===== config.mk =====
export PLATFORM = sky130hd
export DESIGN_NAME = fetch_controller
export DESIGN_NICKNAME = d
export VERILOG_FILES = /design/src/rtl/fetch_controller.sv
export SDC_FILE = /design/constraint.sdc
export NUM_CORES = 1
export LEC_CHECK = 0
export CORE_ASPECT_RATIO = 1.1
export CORE_UTILIZATION = 35
export CTS_CLUSTER_SIZE = 14
export DETAILED_ROUTE_END_ITERATION = 8
export SYNTH_ARGS = -nofsm -noshare
export SYNTH_HDL_FRONTEND = slang
export SYNTH_SLANG_ARGS = --single-unit

===== constraint.sdc =====
create_clock -name clk -period 8.1 [get_ports clk]
set_clock_uncertainty 0.15 [all_clocks]
set_input_delay 2.025 -clock clk [delete_from_list [all_inputs] [get_ports clk]]
set_output_delay 2.025 -clock clk [all_outputs]
set_load 0.02 [all_outputs]

===== src/rtl/fetch_controller.sv =====
// fetch_controller: single-outstanding RV32 instruction fetch sequencer with redirects and fault delivery
// Ports: clk, reset (async, active-high); halt; redirect_valid/redirect_target from execute;
//        imem_req_valid/ready/addr request handshake; imem_rsp_valid/data/err response;
//        inst_valid/ready/data/pc/fault handshake to decode; pc = next address to request.
module fetch_controller #(
  parameter logic [31:0] RESET_PC = 32'h0000_0000,
  parameter logic [31:0] NOP_INSN = 32'h0000_0013
) (
  input  logic        clk,
  input  logic        reset,
  input  logic        halt,
  input  logic        redirect_valid,
  input  logic [31:0] redirect_target,
  output logic        imem_req_valid,
  input  logic        imem_req_ready,
  output logic [31:0] imem_req_addr,
  input  logic        imem_rsp_valid,
  input  logic [31:0] imem_rsp_data,
  input  logic        imem_rsp_err,
  output logic        inst_valid,
  input  logic        inst_ready,
  output logic [31:0] inst_data,
  output logic [31:0] inst_pc,
  output logic [1:0]  inst_fault,
  output logic [31:0] pc
);
  typedef enum logic [1:0] {IDLE, REQ, WAIT, HOLD} state_t;
  state_t state_q, state_d, go;
  logic [31:0] pc_q, pc_d, pc_n, req_addr_q, req_addr_d, req_pc_q, req_pc_d;
  logic [31:0] data_q, data_d, ipc_q, ipc_d;
  logic [1:0] fault_q, fault_d;
  logic drop_q, drop_d, mis_q, mis_d, mis_n, term_q, term_d, stale;
  always_comb begin
    mis_n = redirect_valid ? |redirect_target[1:0] : mis_q;
    pc_n = redirect_valid ? redirect_target : pc_q;
    // where a free fetch slot goes: a pending misaligned target becomes a NOP fault instead of a request
    go = mis_n ? HOLD : (halt ? IDLE : REQ);
    stale = drop_q | redirect_valid;
    state_d = state_q;
    pc_d = pc_n;
    drop_d = drop_q;
    mis_d = mis_n;
    term_d = term_q & ~redirect_valid;
    req_pc_d = req_pc_q;
    data_d = data_q;
    ipc_d = ipc_q;
    fault_d = fault_q;
    case (state_q)
      IDLE: state_d = (mis_n || (!halt && !term_d)) ? go : IDLE;
      REQ: begin
        // a redirect while the request is pending cannot withdraw it; its response is dropped instead
        drop_d = stale;
        if (imem_req_ready) begin
          state_d = WAIT;
          req_pc_d = req_addr_q;
          pc_d = stale ? pc_n : pc_q + 32'd4;
        end
      end
      WAIT: begin
        drop_d = stale;
        if (imem_rsp_valid) begin
          if (stale) begin
            drop_d = 1'b0;
            state_d = go;
          end else begin
            state_d = HOLD;
            data_d = imem_rsp_data;
            ipc_d = req_pc_q;
            fault_d = imem_rsp_err ? 2'b01 : 2'b00;
          end
        end
      end
      default: begin
        // a misaligned redirect passes through IDLE so the killed buffer shows inst_valid low first
        if (redirect_valid) state_d = mis_n ? IDLE : go;
        else if (inst_ready) begin
          term_d = |fault_q;
          state_d = (|fault_q || halt) ? IDLE : REQ;
        end
      end
    endcase
    if (state_d == HOLD && mis_n) begin
      data_d = NOP_INSN;
      ipc_d = pc_n;
      fault_d = 2'b10;
      mis_d = 1'b0;
    end
    req_addr_d = (state_q == REQ) ? req_addr_q : pc_d;
  end
  always_ff @(posedge clk or posedge reset) begin
    if (reset) begin
      state_q <= IDLE;
      pc_q <= RESET_PC;
      req_addr_q <= RESET_PC;
      req_pc_q <= '0;
      data_q <= '0;
      ipc_q <= '0;
      fault_q <= '0;
      drop_q <= 1'b0;
      mis_q <= 1'b0;
      term_q <= 1'b0;
    end else begin
      state_q <= state_d;
      pc_q <= pc_d;
      req_addr_q <= req_addr_d;
      req_pc_q <= req_pc_d;
      data_q <= data_d;
      ipc_q <= ipc_d;
      fault_q <= fault_d;
      drop_q <= drop_d;
      mis_q <= mis_d;
      term_q <= term_d;
    end
  end
  assign imem_req_valid = state_q == REQ;
  assign imem_req_addr = req_addr_q;
  assign inst_valid = state_q == HOLD;
  assign inst_data = data_q;
  assign inst_pc = ipc_q;
  assign inst_fault = fault_q;
  assign pc = pc_q;
endmodule


==> impl_results.md <==
- Unrepaired setup endpoints after global routing: no
- Sequential element share of the synthesized area: between 50 and 60%
- Detailed-route via count: between 5000 and 6000
- # H-tree levels: 4
- GR Overflow Total: 0
- Setup crit start kind: input port
- Minimum clock period after layout: 4.46 ns
- Worst-margin pin slew: roughly 1.1 ns
- Critical path capture point type: register
- HPWL after DPL: 13100 um
- Syn nets: ~800
- Main combinational cell family by area after synthesis: multiplexers
- Total of max-cap violations: 0
- Die width: between 100 and 150 um
- Non-filler cells, final: roughly 1200
- Post-Synth Simple-Gate Area: 14.4%
- Final Cycle Share: 55.0%
- Fill cell count: 2060
- Critical Path RT: about 8.3 ns
- Avg Inst Size Synth: 10.8 um^2
- Setup TNS Final: 0 ns
- Slew headroom: between 20% and 30%
- Max-slew violation count: 0
- Most frequent cells in the layout: 202 x clkdlybuf4s50_1, 168 x nand2_1, 167 x dfrtp_1
- Clk_lat worst skew: 0.43 ns
- I/O pins: 204
- DR WL/cell: 16.9 um
- Iteration count of the initial detailed-routing pass: 4
- Ys async rst share: 100%
- Outcome: complete, no violations
- Core Region: 0.0215 mm^2
- Overall power: 0.00398 W
- DRT Wirelength: about 20000 um
- Vias in the first global route: 5920
- Mapped Cells: approximately 700
- Diode count: 0
- Most used cell, CP: buf_4
- DP Cell Count: 1179
- Number of synthesized flops with an enable pin: 0
- Crit-path cells: buf_2 > buf_4 > and4bb_1 > o31ai_1 > o21ai_2 > nor4_4 > buf_4 > mux2_2
- Fin. Hold Viols: 0
- Initial antenna violation count: 0
- Yosys synthesis warning count: 0
- CP Max Fanout: 49
- Post-synthesis mux area share: a little under a fifth
- RD Place Congestion: ~0.73
- Row count: 56
- Share of layout cells above drive strength 1: between 10% and 20%
- Via/cell ratio: just under 5
- CTS resizes: 0
- Critical path type: in2reg
- Root Driver: clkbuf_16
- DRC viols: 0
- Die area: about 0.023 mm^2
- Largest net degree at the start of global routing: 104
- Peak supply drop: 180 uV
- Worst path slowest cell: buf_4
- Worst-path clk slew: 0.07 ns
- Pwr dens: 375 mW/mm^2
- Synthesized area: 0.00773 mm^2
- Synth-to-Final Area Change: 37.3%
- Nets: 985
- Main synth FF type: dfrtp_1
- Synth Area in Compound Gates: under 10%
- CTS tree: done
- Clock Tree Buf Depth: 2
- Post-CTS setup buffer count: 0
- Initial Util: 36.0%
- Cts bufs inserted: 17
- First-pass GRT wire length: between 30000 and 40000 um
- Fmax: 224 MHz
- Yosys reg bits: 167
- Total GRT Usage: 18.9%
- Final ANT Viol Nets: 0
- TritonCTS Sinks: ~170
- Hold Path Class: reg2reg
- IO Port Bufs: 203
- Critical Path AT: around 4.6 ns
- Most common cell after layout, fill and taps aside: clkdlybuf4s50_1
- Xor/xnor share of the synthesized area: under 10%
- Synthesized-area fraction occupied by adder cells: 0.809%
- Slowest stage delay, CP: 0.57 ns
- Initial DRC count: 191
- CTS Hold Bufs: 0
- Synth cell types: about 40
- Die Y: 158 um
- Leakage: 4.45 nW
- Final setup violation count: 0
==> critical path: cells and delay by family <==
family / cells / cell delay [ns]
buffers and inverters: 3 / 1.19
AOI/OAI and AO/OA: 2 / 0.41
muxes: 1 / 0.41
and+or+nand+nor: 2 / 0.55
==> worst paths after layout <==
| kind | start | end | slack, ns | depth (start not counted) |
|---|---|---|---|---|
| max | redirect_valid | inst_pc[13] | 3.64 | 8 |
| min | req_pc_q[4] | req_pc_q[4] | 0.33 | 2 |
| max reg2reg | state_q[1] | pc[31] | 4.71 | 8 |
| min reg2reg | req_pc_q[4] | req_pc_q[4] | 0.33 | 2 |
| max in group asynchronous | reset | state_q[0] | 4.37 | 3 |
| min in group asynchronous | reset | req_pc_q[27] | 2.03 | 2 |
==> metal layers <==
layer	track usage, %	vias to the layer above	routed length (um)
met5	0	-	0
met4	6.43	0	280
met3	3.60	18	951
met2	31.5	140	9740
met1	24.5	2842	9500
li1	-	2835	-
==> cells by family after synthesis <==
family          Yosys count
flops                   167
compound gates           87
mux                     126
buf+inv                  51
simple gates            257
fa+ha+maj                 5
xor+xnor                 25
==> state kept, by name (all words and copies together), names as in the netlist, 2 cells and up <==
signal	flops
inst_pc	32
req_pc_q	32
imem_req_addr	32
pc	32
inst_fault	2
state_q	2
inst_data	32
==> where the power goes <==
part / switching (W) / internal [W]
Combinational: 0.000864 / 0.000890
Clock: 0.000347 / 0.000475
Sequential: 0.000231 / 0.00117
Total: 0.00144 / 0.00254
==> area by class of cell <==
type / instances / area [um^2] / area share (%)
flip-flops and latches: 167 / 4180 / 39.4
multi-input cells: 500 / 3330 / 31.4
repair buffers: 213 / 2100 / 19.8
clock buffers: 20 / 457 / 4.30
well taps: 290 / 363 / 3.42
clock inverters: 12 / 141 / 1.33
inverters: 9 / 38.8 / 0.365
==> Yosys cell counts (3+ instances only) <==
| cell type | n | share of area [%] |
|---|---|---|
| nand2_1 | 169 | 8.2 |
| dfrtp_1 | 167 | 54 |
| mux2_2 | 117 | 17 |
| a21oi_1 | 62 | 4.0 |
| nor2_1 | 37 | 1.8 |
| clkbuf_1 | 31 | 1.5 |
| xor2_1 | 18 | 2.0 |
| nand4_1 | 15 | 1.2 |
| nand3_1 | 10 | 0.65 |
| inv_1 | 9 | 0.44 |
| o21ai_0 | 9 | 0.58 |
| and3_1 | 8 | 0.65 |
| mux2i_1 | 8 | 1.0 |
| xnor2_1 | 7 | 0.79 |
| buf_6 | 5 | 0.73 |
| ha_1 | 5 | 0.81 |
| nor3_1 | 5 | 0.32 |
| nand3b_1 | 4 | 0.39 |
| buf_2 | 3 | 0.19 |
| buf_4 | 3 | 0.29 |
==> through the flow <==
step / hold slack [ns] / instance area (um^2) / setup slack (ns) / util, %
after floorplan: 0.299 / 7730 / 1.41 / -
after global placement: 0.313 / 10000 / 3.22 / 46.6
after detailed placement: 0.321 / 10000 / 3.19 / 46.6
after CTS: 0.337 / 10600 / 3.64 / 49.3
after global routing: 0.363 / 10600 / 3.48 / 49.3
final: 0.331 / 10600 / 3.64 / 49.3
No activity file was read; power rests on OpenSTA's default activity.
